### src/rtl/serial_adder_pkg.sv
`default_nettype none
// ============================================================================
// Module      : serial_adder_pkg
// Description : Shared FSM state encodings and derived-width helper for the
//               bit-serial adder.
// Revision    : 1.0 - initial release
// ============================================================================
package serial_adder_pkg;

  // Controller states; fixed 2-bit encodings.
  typedef enum logic [1:0] {
    ST_IDLE = 2'd0,
    ST_RUN  = 2'd1,
    ST_DONE = 2'd2
  } state_t;

  // Bit-counter width: enough to hold WIDTH-1 with one bit of headroom.
  function automatic int cnt_width(input int width);
    return $clog2(width) + 1;
  endfunction

endpackage
`default_nettype wire

### src/rtl/serial_adder_fa.sv
`default_nettype none
// ============================================================================
// Module      : half_adder / full_adder
// Description : One-bit full adder built from two half adders and an OR.
//               Used as the per-bit datapath of the serial adder and intended
//               for reuse in a parallel ripple adder.
// Revision    : 1.0 - initial release
// ============================================================================
module half_adder (
  input  logic a,
  input  logic b,
  output logic s,
  output logic co
);
  assign s  = a ^ b;
  assign co = a & b;
endmodule

module full_adder (
  input  logic a,
  input  logic b,
  input  logic ci,
  output logic s,
  output logic co
);
  logic w_s0;
  logic w_c0;
  logic w_c1;

  half_adder u_ha0 (.a(a),    .b(b),  .s(w_s0), .co(w_c0));
  half_adder u_ha1 (.a(w_s0), .b(ci), .s(s),    .co(w_c1));

  // Only one of the two half adders can generate a carry at a time.
  assign co = w_c0 | w_c1;
endmodule
`default_nettype wire

### src/rtl/serial_adder.sv
`default_nettype none
// ============================================================================
// Module      : serial_adder
// Description : Bit-serial WIDTH-bit adder with carry-in. One operand bit is
//               added per clock through a single registered full adder.
//               start/busy/done handshake, carry-out and signed overflow.
// Revision    : 1.0 - initial release
// ============================================================================
module serial_adder
  import serial_adder_pkg::*;
#(
  parameter int WIDTH = 8
) (
  input  logic             clk,
  input  logic             rst,
  input  logic             start,
  input  logic [WIDTH-1:0] a,
  input  logic [WIDTH-1:0] b,
  input  logic             cin,
  output logic [WIDTH-1:0] sum,
  output logic             cout,
  output logic             ovf,
  output logic             busy,
  output logic             done
);

  localparam int               CNT_W  = cnt_width(WIDTH);
  localparam logic [CNT_W-1:0] C_LAST = CNT_W'(WIDTH - 1);
  localparam logic [CNT_W-1:0] C_PREV = CNT_W'(WIDTH - 2);
  localparam logic [CNT_W-1:0] C_ONE  = CNT_W'(1);

  state_t           r_state;
  state_t           w_next;
  logic [WIDTH-1:0] r_a;
  logic [WIDTH-1:0] r_b;
  logic [WIDTH-1:0] r_sum;
  logic [CNT_W-1:0] r_cnt;
  logic             r_carry;
  logic             r_cmsb;
  logic             r_cout;
  logic             r_ovf;
  logic             r_busy;
  logic             r_done;
  logic             w_s;
  logic             w_c;
  logic             w_last;

  // Single full adder working on the LSBs of the shift registers.
  full_adder u_fa (
    .a  (r_a[0]),
    .b  (r_b[0]),
    .ci (r_carry),
    .s  (w_s),
    .co (w_c)
  );

  assign w_last = (r_cnt == C_LAST);

  // Next-state decode: IDLE -> RUN on start, RUN -> DONE after the MSB, DONE -> IDLE.
  always_comb begin
    w_next = r_state;
    case (r_state)
      ST_IDLE: if (start)  w_next = ST_RUN;
      ST_RUN:  if (w_last) w_next = ST_DONE;
      ST_DONE: w_next = ST_IDLE;
      default: w_next = ST_IDLE;
    endcase
  end

  // State register.
  always_ff @(posedge clk or posedge rst) begin
    if (rst) r_state <= ST_IDLE;
    else     r_state <= w_next;
  end

  // Handshake flags are registered from the next state so they line up with it.
  always_ff @(posedge clk or posedge rst) begin
    if (rst) begin
      r_busy <= 1'b0;
      r_done <= 1'b0;
    end else begin
      r_busy <= (w_next != ST_IDLE);
      r_done <= (w_next == ST_DONE);
    end
  end

  // Operand capture, bit-serial add and result/flag update.
  always_ff @(posedge clk or posedge rst) begin
    if (rst) begin
      r_a     <= '0;
      r_b     <= '0;
      r_sum   <= '0;
      r_cnt   <= '0;
      r_carry <= 1'b0;
      r_cmsb  <= 1'b0;
      r_cout  <= 1'b0;
      r_ovf   <= 1'b0;
    end else begin
      case (r_state)
        ST_IDLE: begin
          if (start) begin
            r_a     <= a;
            r_b     <= b;
            r_carry <= cin;
            r_cnt   <= '0;
          end
        end
        ST_RUN: begin
          r_a     <= r_a >> 1;
          r_b     <= r_b >> 1;
          r_sum   <= {w_s, r_sum[WIDTH-1:1]};
          r_carry <= w_c;
          r_cnt   <= r_cnt + C_ONE;
          // The carry produced by bit WIDTH-2 is the carry into the MSB.
          if (r_cnt == C_PREV) r_cmsb <= w_c;
          if (w_last) begin
            r_cout <= w_c;
            r_ovf  <= r_cmsb ^ w_c;
          end
        end
        default: ;
      endcase
    end
  end

  assign sum  = r_sum;
  assign cout = r_cout;
  assign ovf  = r_ovf;
  assign busy = r_busy;
  assign done = r_done;

endmodule
`default_nettype wire
### config.mk
export PLATFORM = sky130hd
export DESIGN_NAME = serial_adder
export DESIGN_NICKNAME = d
export VERILOG_FILES = /design/src/rtl/serial_adder_pkg.sv /design/src/rtl/serial_adder_fa.sv /design/src/rtl/serial_adder.sv
export SDC_FILE = /design/constraint.sdc
export NUM_CORES = 1
export LEC_CHECK = 0
export ABC_AREA = 1
export CAP_MARGIN = 10
export CORE_ASPECT_RATIO = 0.7
export CORE_UTILIZATION = 54
export DETAILED_ROUTE_END_ITERATION = 7
export PLACE_DENSITY = 0.9
export SLEW_MARGIN = 40
export SYNTH_ARGS = -nofsm -noshare
export SYNTH_HDL_FRONTEND = slang
export SYNTH_HIERARCHICAL = 1
export SYNTH_SLANG_ARGS = --single-unit
### constraint.sdc
create_clock -name clk -period 2.85 [get_ports clk]
set_input_delay 0.4275 -clock clk [delete_from_list [all_inputs] [get_ports clk]]
set_output_delay 0.4275 -clock clk [all_outputs]
set_load 0.1 [all_outputs]
==> results of run 1 <==
## synth_stat cells, types with 2 or more instances
cell type,number,area share
buf_2,5,0.016
buf_4,2,0.0094
dfrtp_1,36,0.56
ha_1,4,0.031
inv_1,13,0.031
nand2_1,72,0.17
nand3_1,39,0.12
nand4_1,2,0.0078
nor2_1,2,0.0047
o21ai_0,6,0.019
## per-stage QoR
| stage | hold slack, ns | setup slack, ns |
|---|---|---|
| floorplan | 0.466 | 1.51 |
| global placement | 0.462 | 0.841 |
| detailed placement | 0.479 | 0.785 |
| CTS | 0.496 | 1.07 |
| global route | 0.512 | 0.943 |
| finish | 0.491 | 1.09 |
## layer usage
metal | global-route usage | vias to the layer above | routed length (um)
li1 | - | 659 | -
met1 | 0.321 | 634 | 1570
met2 | 0.322 | 41 | 1440
met3 | 0.0571 | 7 | 173
met4 | 0.140 | 0 | 66
met5 | 0 | - | 0
## power by group through the flow
| stage | combinational [W] | sequential, W | clock, W |
|---|---|---|---|
| after detailed placement | 0.00117 | 0.000852 | 0 |
| final | 0.00116 | 0.000849 | 0.000370 |
| after global placement | 0.00113 | 0.000845 | 0 |
| after CTS | 0.00117 | 0.000846 | 0.000379 |
| after floorplan | 0.000479 | 0.00128 | 0 |
| after global routing | 0.00126 | 0.000870 | 0.000398 |
## state kept, by name, summed over array words and instances, names as in the netlist
signal and cells:
r_cnt 4, r_b 8, r_carry 1, ovf 1
r_a 8, busy 1, sum 8, r_cmsb 1
r_state 2, done 1, cout 1
## cells by family (layout without fill, tap and decap cells)
logic type                 after synthesis  in the layout  share of synthesized area
AOI/OAI and AO/OA                        6              6                     0.0188
xor gates and xnor gates                 1              1                    0.00548
adders and majority gates                4              4                     0.0313
buffers and inverters                   21             54                     0.0626
DFF                                     36             36                      0.563
and+or+nand+nor                        118            118                      0.318
## cell type report
| cell class | count | area (um2) |
|---|---|---|
| flip-flops and latches | 36 | 901 |
| fillers | 259 | 825 |
| multi-input cells | 129 | 598 |
| repair buffers | 33 | 295 |
| well taps | 36 | 45.0 |
| inverters | 13 | 48.8 |
| clock buffers | 8 | 90.1 |
## path summary, 6_finish.rpt
| kind | to | slack (ns) | depth (start not counted) |
|---|---|---|---|
| worst min register to register | ovf$_DFFE_PP0P_ | 0.49 | 2 |
| worst max register to register | r_b[3]$_DFFE_PP0P_ | 1.21 | 5 |
| worst min-delay path | ovf$_DFFE_PP0P_ | 0.49 | 2 |
| max in group asynchronous | r_state[0]$_DFF_PP0_ | 2.00 | 3 |
| min in group asynchronous | r_b[6]$_DFFE_PP0P_ | 0.54 | 3 |
| worst max-delay path | r_b[3]$_DFFE_PP0P_ | 1.09 | 5 |
## critical path, cell delays in order
cell             delay [ns]
clkdlybuf4s50_1        0.47
nand2_2                0.26
nor2_2                 0.58
nand2_1                0.14
nand3_1                0.10
==> metrics.cfg, run 1 <==
[synth]
ys.warnings.count = 6
syn-num-nets = 210
syn-instance-count = 186
synth_edf_count = 0
synth_ff_type = dfrtp_1
synth_area_um2 = 1600
synth_cell_types = 15
synth-seq-cells = 36
syn_area_per_cell_um2 = 8.60
ys_async_sr_fraction = 1.00
seq_area_frac_synth = 0.563

[sta]
finalMaxSlewViolations = 0
tns_ns = 0
finalSetupViolCount = 0
rsz0062_at_grt = false
max_freq_mhz = 569
fin_skew_ns = 0.00479
hold_violations = 0
tightest_slew_ns = 0.633
timing.final.crit_period_ns = 1.76
timing.final.crit_share = 0.617
relSlewSlack = 0.577

[placement]
place.port_buffers = 31
dp_hpwl_mm = 2.16
routabilityCongestion = 0.775
placed_cell_area_um2 = 1890
dp_cells = 247

[die]
num_rows = 16
die_h_um = 47.5
num_io_pins = 32
die_area_um2 = 3190
die_w_um = 67.0
coreArea_um2 = 2800
initial_core_util = 0.571

[cts]
cts_made_buffers = 5
cts_tree = built
clockBufferDepth = 2
root_buffer = clkbuf_8
cts.sinks = 36
cts_setup_buffers = 0
clkLatencyLatePin_ns = 0.29
holdBufCountCts = 0
h-tree-depth = 2
cts_resized = 0
clk_pin_slew_ns = 0.07

[route]
drt_pass1_iterations = 4
drtIter0Drc = 85
wl_mm = 3.25
routedWlPerCell_um = 12.7
routed_via_density = 5.26
vias = 1341
postRouteAntennaNets = 0
drc = 0

[worst_hold_path]
hold_path.class = reg -> reg
min_from = ovf$_DFFE_PP0P_

[global_routing]
grt_overflow = 0
grt_max_degree = 37
grt_antenna_before_repair = 0
track_usage = 0.228
grt_first_pass_wirelength_mm = 5.08
grt_pass1_vias = 1155

[run]
cap_violations = 0

[cells_and_area]
area_growth_syn_to_layout_pct = 23.7
design_area_um2 = 1980
fin_nets = 242
layout_commonest_cell = nand2_1
final_util = 0.706
most-common-layout-cells = nand2_1, nand3_1, dfrtp_1, clkdlybuf4s50_1, buf_4
drive_gt1_frac = 0.105
diodes = 0
fin_cells = 255

[power_and_ir_drop]
internal_power_w = 0.00119
p_total_w = 0.00238
p_leak_nw = 1.03
ir_drop_mv = 0.986
p_switching_w = 0.00119
sw_frac_of_total = 0.499
seqPwrFrac = 0.357
pwr-share-comb = 0.487
clkPwrFrac = 0.156
power_density_nw_per_um2 = 1200

[worst_setup_path]
crit_path_start = start
cp.arrival_ns = 1.98
worstSetupStartpointType = input port
critPathKind = in -> reg
required_ns = 3.08
crit_fanout = 22
r2r-start = r_state[1]$_DFF_PP0_
endpoint_kind = flip-flop

[run_status]
status = finished clean

(Power assumes the default switching activity.)
==> inputs of run 2 (changes only) <==
--- a/config.mk
+++ b/config.mk
@@ -8,9 +8,9 @@
 export ABC_AREA = 1
 export CAP_MARGIN = 10
 export CORE_ASPECT_RATIO = 0.7
-export CORE_UTILIZATION = 54
+export CORE_UTILIZATION = 45
 export DETAILED_ROUTE_END_ITERATION = 7
-export PLACE_DENSITY = 0.9
+export PLACE_DENSITY = 0.81
 export SLEW_MARGIN = 40
 export SYNTH_ARGS = -nofsm -noshare
 export SYNTH_HDL_FRONTEND = slang
==> constraint.sdc (replaced) <==
create_clock -name clk -period 1.6 [get_ports clk]
set_input_delay 0.24 -clock clk [delete_from_list [all_inputs] [get_ports clk]]
set_output_delay 0.24 -clock clk [all_outputs]
set_load 0.1 [all_outputs]
==> run 2 against run 1 <==
- total power increased by 95%
- register-to-register slack got worse by 1.0 ns
- final cell count increased by 6.7%
- die area increased by 19%
- sequential share of layout area decreased by 4.4 points
- final area increased by 11%
- critical path depth increased by 3
- largest power group unchanged
==> metrics.cfg, run 2 (synthesized netlist as in run 1, its figures left out) <==
[run_status]
status = finished clean

[cells_and_area]
layout_commonest_cell = nand2_1
fin_nets = 248
n_fill_cell = 266
regArea_um2 = 901
multi_input_area_um2 = 598
area_growth_syn_to_layout_pct = 36.8
drive_gt1_frac = 0.129
design_area_um2 = 2190
most-common-layout-cells = nand2_1, nand3_1, dfrtp_1, clkdlybuf4s50_1, inv_1
diodes = 0
fin_cells = 272

[route]
routedWlPerCell_um = 11.9
drtIter0Drc = 89
routed_via_density = 4.90
postRouteAntennaNets = 0
drt_pass1_iterations = 4
vias = 1333
drc = 0
wl_mm = 3.23

[cts]
cts_setup_buffers = 0
clkLatencyLatePin_ns = 0.28
cts_made_buffers = 5
clockBufferDepth = 2
holdBufCountCts = 0
root_buffer = clkbuf_8
clk_pin_slew_ns = 0.06
h-tree-depth = 2
cts_resized = 0
cts_tree = built
cts.sinks = 36

[power_and_ir_drop]
p_total_w = 0.00464
p_leak_nw = 1.10
power_density_nw_per_um2 = 2120
ir_drop_mv = 1.89

[die]
coreArea_um2 = 3280
die_area_um2 = 3800
die_w_um = 73.3
num_rows = 17
num_io_pins = 32
die_h_um = 51.9
initial_core_util = 0.488

[worst_setup_path]
cp_num_buf_inv = 2
cp.depth = 8
path_common_cell = nand2_1
crit_path_start = r_a[0]$_DFFE_PP0P_
crit_fanout = 5
worstSetupStartpointType = flip-flop
reg2reg_to = ovf$_DFFE_PP0P_
endpoint_kind = flip-flop
crit_family = adder cells
rrSetupSlack_ns = 0.21
cpMaxStageDelayCell = dfrtp_1
critPathMaxStageDelay_ns = 0.40
r2r-start = r_a[0]$_DFFE_PP0P_
cp-endpoint = ovf$_DFFE_PP0P_
cp.arrival_ns = 1.56
required_ns = 1.77
crit_chain = ha_1, ha_1, inv_1, nand2_1, inv_1, nand2_1, nand4_1, nand2_1
rr_worst_depth = 8
critPathKind = reg -> reg

[global_routing]
grt_max_degree = 37
grt_antenna_before_repair = 0
grt_overflow = 0
grt_first_pass_wirelength_mm = 5.35
track_usage = 0.197
grt_pass1_vias = 1166

[placement]
placed_cell_area_um2 = 2100
routabilityCongestion = 0.781
dp_cells = 264
place.port_buffers = 31
dp_hpwl_mm = 2.30

[sta]
finalMaxSlewViolations = 0
fin_skew_ns = 0.00389
finalSetupViolCount = 0
tns_ns = 0
hold_violations = 0
relSlewSlack = 0.707
timing.final.crit_share = 0.867
timing.final.crit_period_ns = 1.39
max_freq_mhz = 721
rsz0062_at_grt = false
tightest_slew_ns = 0.440

[run]
cap_violations = 0

[worst_hold_path]
hold_path.class = in -> async

[run 2: worst min-delay path, cell delays in order]
cell             delay (ns)
clkdlybuf4s50_1        0.40
inv_1                  0.05
buf_4                  0.37
[run 2: cell type report]
cell class                 count  share of cell area
sequential                    36               0.412
timing repair buffer          39               0.224
clock buffer                   8              0.0412
multi-input combinational    129               0.273
tap                           47              0.0269
inverter                      13              0.0223
[run 2: stage by stage]
step	setup slack (ns)	hold WS, ns	util
3_5_place_dp	0.171	0.492	0.640
5_1_grt	0.156	0.411	0.668
6_report	0.213	0.349	0.668
2_1_floorplan	0.309	0.350	-
3_3_place_gp	0.227	0.477	0.640
4_1_cts	0.215	0.370	0.668
[run 2: worst min path at each step]
stage                    endpoint  cells past startpoint  slack [ns]               start
2_1_floorplan  r_a[7]$_DFFE_PP0P_                      2        0.35                a[7]
3_3_place_gp   r_b[3]$_DFFE_PP0P_                      2        0.48  r_b[4]$_DFFE_PP0P_
3_5_place_dp   r_a[3]$_DFFE_PP0P_                      2        0.49  r_a[4]$_DFFE_PP0P_
4_1_cts        r_a[2]$_DFFE_PP0P_                      3        0.37                 rst
5_1_grt        r_a[2]$_DFFE_PP0P_                      3        0.41                 rst
6_report       r_b[4]$_DFFE_PP0P_                      3        0.35                 rst
[run 2: metal layers]
| metal | up-vias | global-route usage | part of all wire |
|---|---|---|---|
| met3 | 4 | 0.0756 | 0.056 |
| met5 | - | 0 | 0 |
| met2 | 42 | 0.269 | 0.44 |
| li1 | 666 | - | - |
| met4 | 0 | 0.0686 | 0.013 |
| met1 | 621 | 0.282 | 0.49 |
[run 2: power by group]
group / total, W / switching (W) / internal [W]
registers: 0.00158 / 0.000321 / 0.00126
logic: 0.00241 / 0.00155 / 0.000864
clock network: 0.000646 / 0.000296 / 0.000351
total: 0.00464 / 0.00216 / 0.00247
==> inputs of run 3 (changes only) <==
--- a/config.mk
+++ b/config.mk
@@ -10,7 +10,7 @@
 export CORE_ASPECT_RATIO = 0.7
 export CORE_UTILIZATION = 45
 export DETAILED_ROUTE_END_ITERATION = 7
-export PLACE_DENSITY = 0.81
+export PLACE_DENSITY = 0.84
 export SLEW_MARGIN = 40
 export SYNTH_ARGS = -nofsm -noshare
 export SYNTH_HDL_FRONTEND = slang
==> run 3 against run 2 <==
- global-route usage increased by 0.67 points
- fmax fell by 1.7%
- critical endpoint unchanged
- die area stayed put
- hold slack got worse by 0.0067 ns
- combinational power rose by 2%
- utilization grew 0.23 points
- critical path depth unchanged
- sequential share of layout area is 0.14 points lower
- critical path type unchanged
- sequential power about the same
- largest power group unchanged
==> metrics.cfg, run 3 (synthesized netlist as in run 1, its figures left out) <==
[run_status]
status = finished clean

[sta]
timing.final.crit_share = 0.881
rsz0062_at_grt = false
max_freq_mhz = 709
finalSetupViolCount = 0
setup_slack_ns = 0.190
fin_skew_ns = 0.00519
relSlewSlack = 0.707
tightest_slew_ns = 0.440
finalMaxSlewViolations = 0
timing.final.crit_period_ns = 1.41
tns_ns = 0
hold_violations = 0

[route]
postRouteAntennaNets = 0
routed.top_layer = met4
vias = 1350
drtIter0Drc = 137
drc = 0
routed_via_density = 4.98
wl_mm = 3.34
wl_met3_um = 149
wl_met1_mm = 1.68
routedWlPerCell_um = 12.3
dr_wl_met2_mm = 1.46
drt_pass1_iterations = 4

[power_and_ir_drop]
pwr-share-comb = 0.522
power_density_nw_per_um2 = 2140
p_switching_w = 0.00221
seqPwrFrac = 0.336
ir_drop_mv = 1.71
clkPwrFrac = 0.142
p_leak_nw = 1.11
sw_frac_of_total = 0.470
internal_power_w = 0.00249

[cells_and_area]
diodes = 0
layout_commonest_cell = nand2_1
area_growth_syn_to_layout_pct = 37.2
fin_cells = 271
drive_gt1_frac = 0.134
final_util = 0.670
most-common-layout-cells = nand2_1, nand3_1, dfrtp_1, clkdlybuf4s50_1
fin_nets = 247

[placement]
place.port_buffers = 31
dp_cells = 263
dp_hpwl_mm = 2.34
routabilityCongestion = 0.793
post-place-ws_ns = 0.220

[run]
cap_violations = 0

[worst_hold_path]
hold_path.class = in -> async

[cts]
cts_made_buffers = 5
clkLatencyLatePin_ns = 0.29
cts_resized = 0
cts_setup_buffers = 0
h-tree-depth = 2
holdBufCountCts = 0
cts.sinks = 36
clockBufferDepth = 2
cts_tree = built
root_buffer = clkbuf_8
clk_pin_slew_ns = 0.07

[worst_setup_path]
cp.arrival_ns = 1.59
critPathKind = reg -> reg
required_ns = 1.78
endpoint_kind = flip-flop
crit_fanout = 5
worstSetupStartpointType = flip-flop

[global_routing]
grt_overflow = 0
grt_first_pass_wirelength_mm = 5.64
grt_max_degree = 37
track_usage = 0.203
grt_pass1_vias = 1264
grt_antenna_before_repair = 0

[die]
num_io_pins = 32
die_area_um2 = 3800
initial_core_util = 0.488
num_rows = 17
die_w_um = 73.3
coreArea_um2 = 3280
die_h_um = 51.9

==> run 3: cell types whose count changed in the layout (fill, tap and decap cells not counted), sizes merged <==
| cell | change |
|---|---|
| buf | -1 |
| clkinv | +2 |
| clkbuf | -2 |
==> run 3: per-layer routing <==
layer  vias up  GRT usage
met5         -          0
met3         5     0.0523
met1       641      0.294
met4         0     0.0784
li1        672          -
met2        32      0.292
==> run 3: worst paths after layout <==
kind | slack, ns | start | end | depth (start not counted)
worst max-delay path | 0.19 | r_b[0]$_DFFE_PP0P_ | ovf$_DFFE_PP0P_ | 8
worst min-delay path | 0.34 | rst | r_b[6]$_DFFE_PP0P_ | 3
worst max register to register | 0.19 | r_b[0]$_DFFE_PP0P_ | ovf$_DFFE_PP0P_ | 8
worst min register to register | 0.50 | r_b[4]$_DFFE_PP0P_ | r_b[3]$_DFFE_PP0P_ | 2
max in group asynchronous | 0.94 | rst | sum[4]$_DFFE_PP0P_ | 3
min in group clk | 0.47 | a[7] | r_a[7]$_DFFE_PP0P_ | 3
==> run 3: metrics by stage <==
stage	total power [W]	cell area, um2	hold WS, ns
after global routing	0.00500	2190	0.419
after floorplan	0.00314	1600	0.350
after CTS	0.00473	2190	0.356
final	0.00471	2190	0.342
after global placement	0.00398	2100	0.475
after detailed placement	0.00406	2100	0.479
==> run 3: cell type report <==
type | count | area [um2]
sequential | 36 | 901
fill | 276 | 1080
inverter | 13 | 48.8
clock buffer | 6 | 82.6
clock inverter | 2 | 10.0
multi-input combinational | 129 | 598
tap | 47 | 58.8
timing repair buffer | 38 | 495
==> run 3: worst max-delay path: stages (launching register included) <==
cell and delay (ns):
dfrtp_1 0.41, ha_1 0.29, ha_1 0.19, inv_1 0.05
nand2_1 0.11, inv_1 0.07, nand2_1 0.04, nand4_1 0.08
nand2_1 0.05
==> run 3: power groups by stage <==
stage               Combinational [W]  Sequential (W)  Clock (W)
floorplan                    0.000853         0.00228          0
global placement              0.00241         0.00158          0
detailed placement            0.00247         0.00159          0
CTS                           0.00248         0.00158   0.000678
global route                  0.00265         0.00163   0.000722
finish                        0.00246         0.00158   0.000667
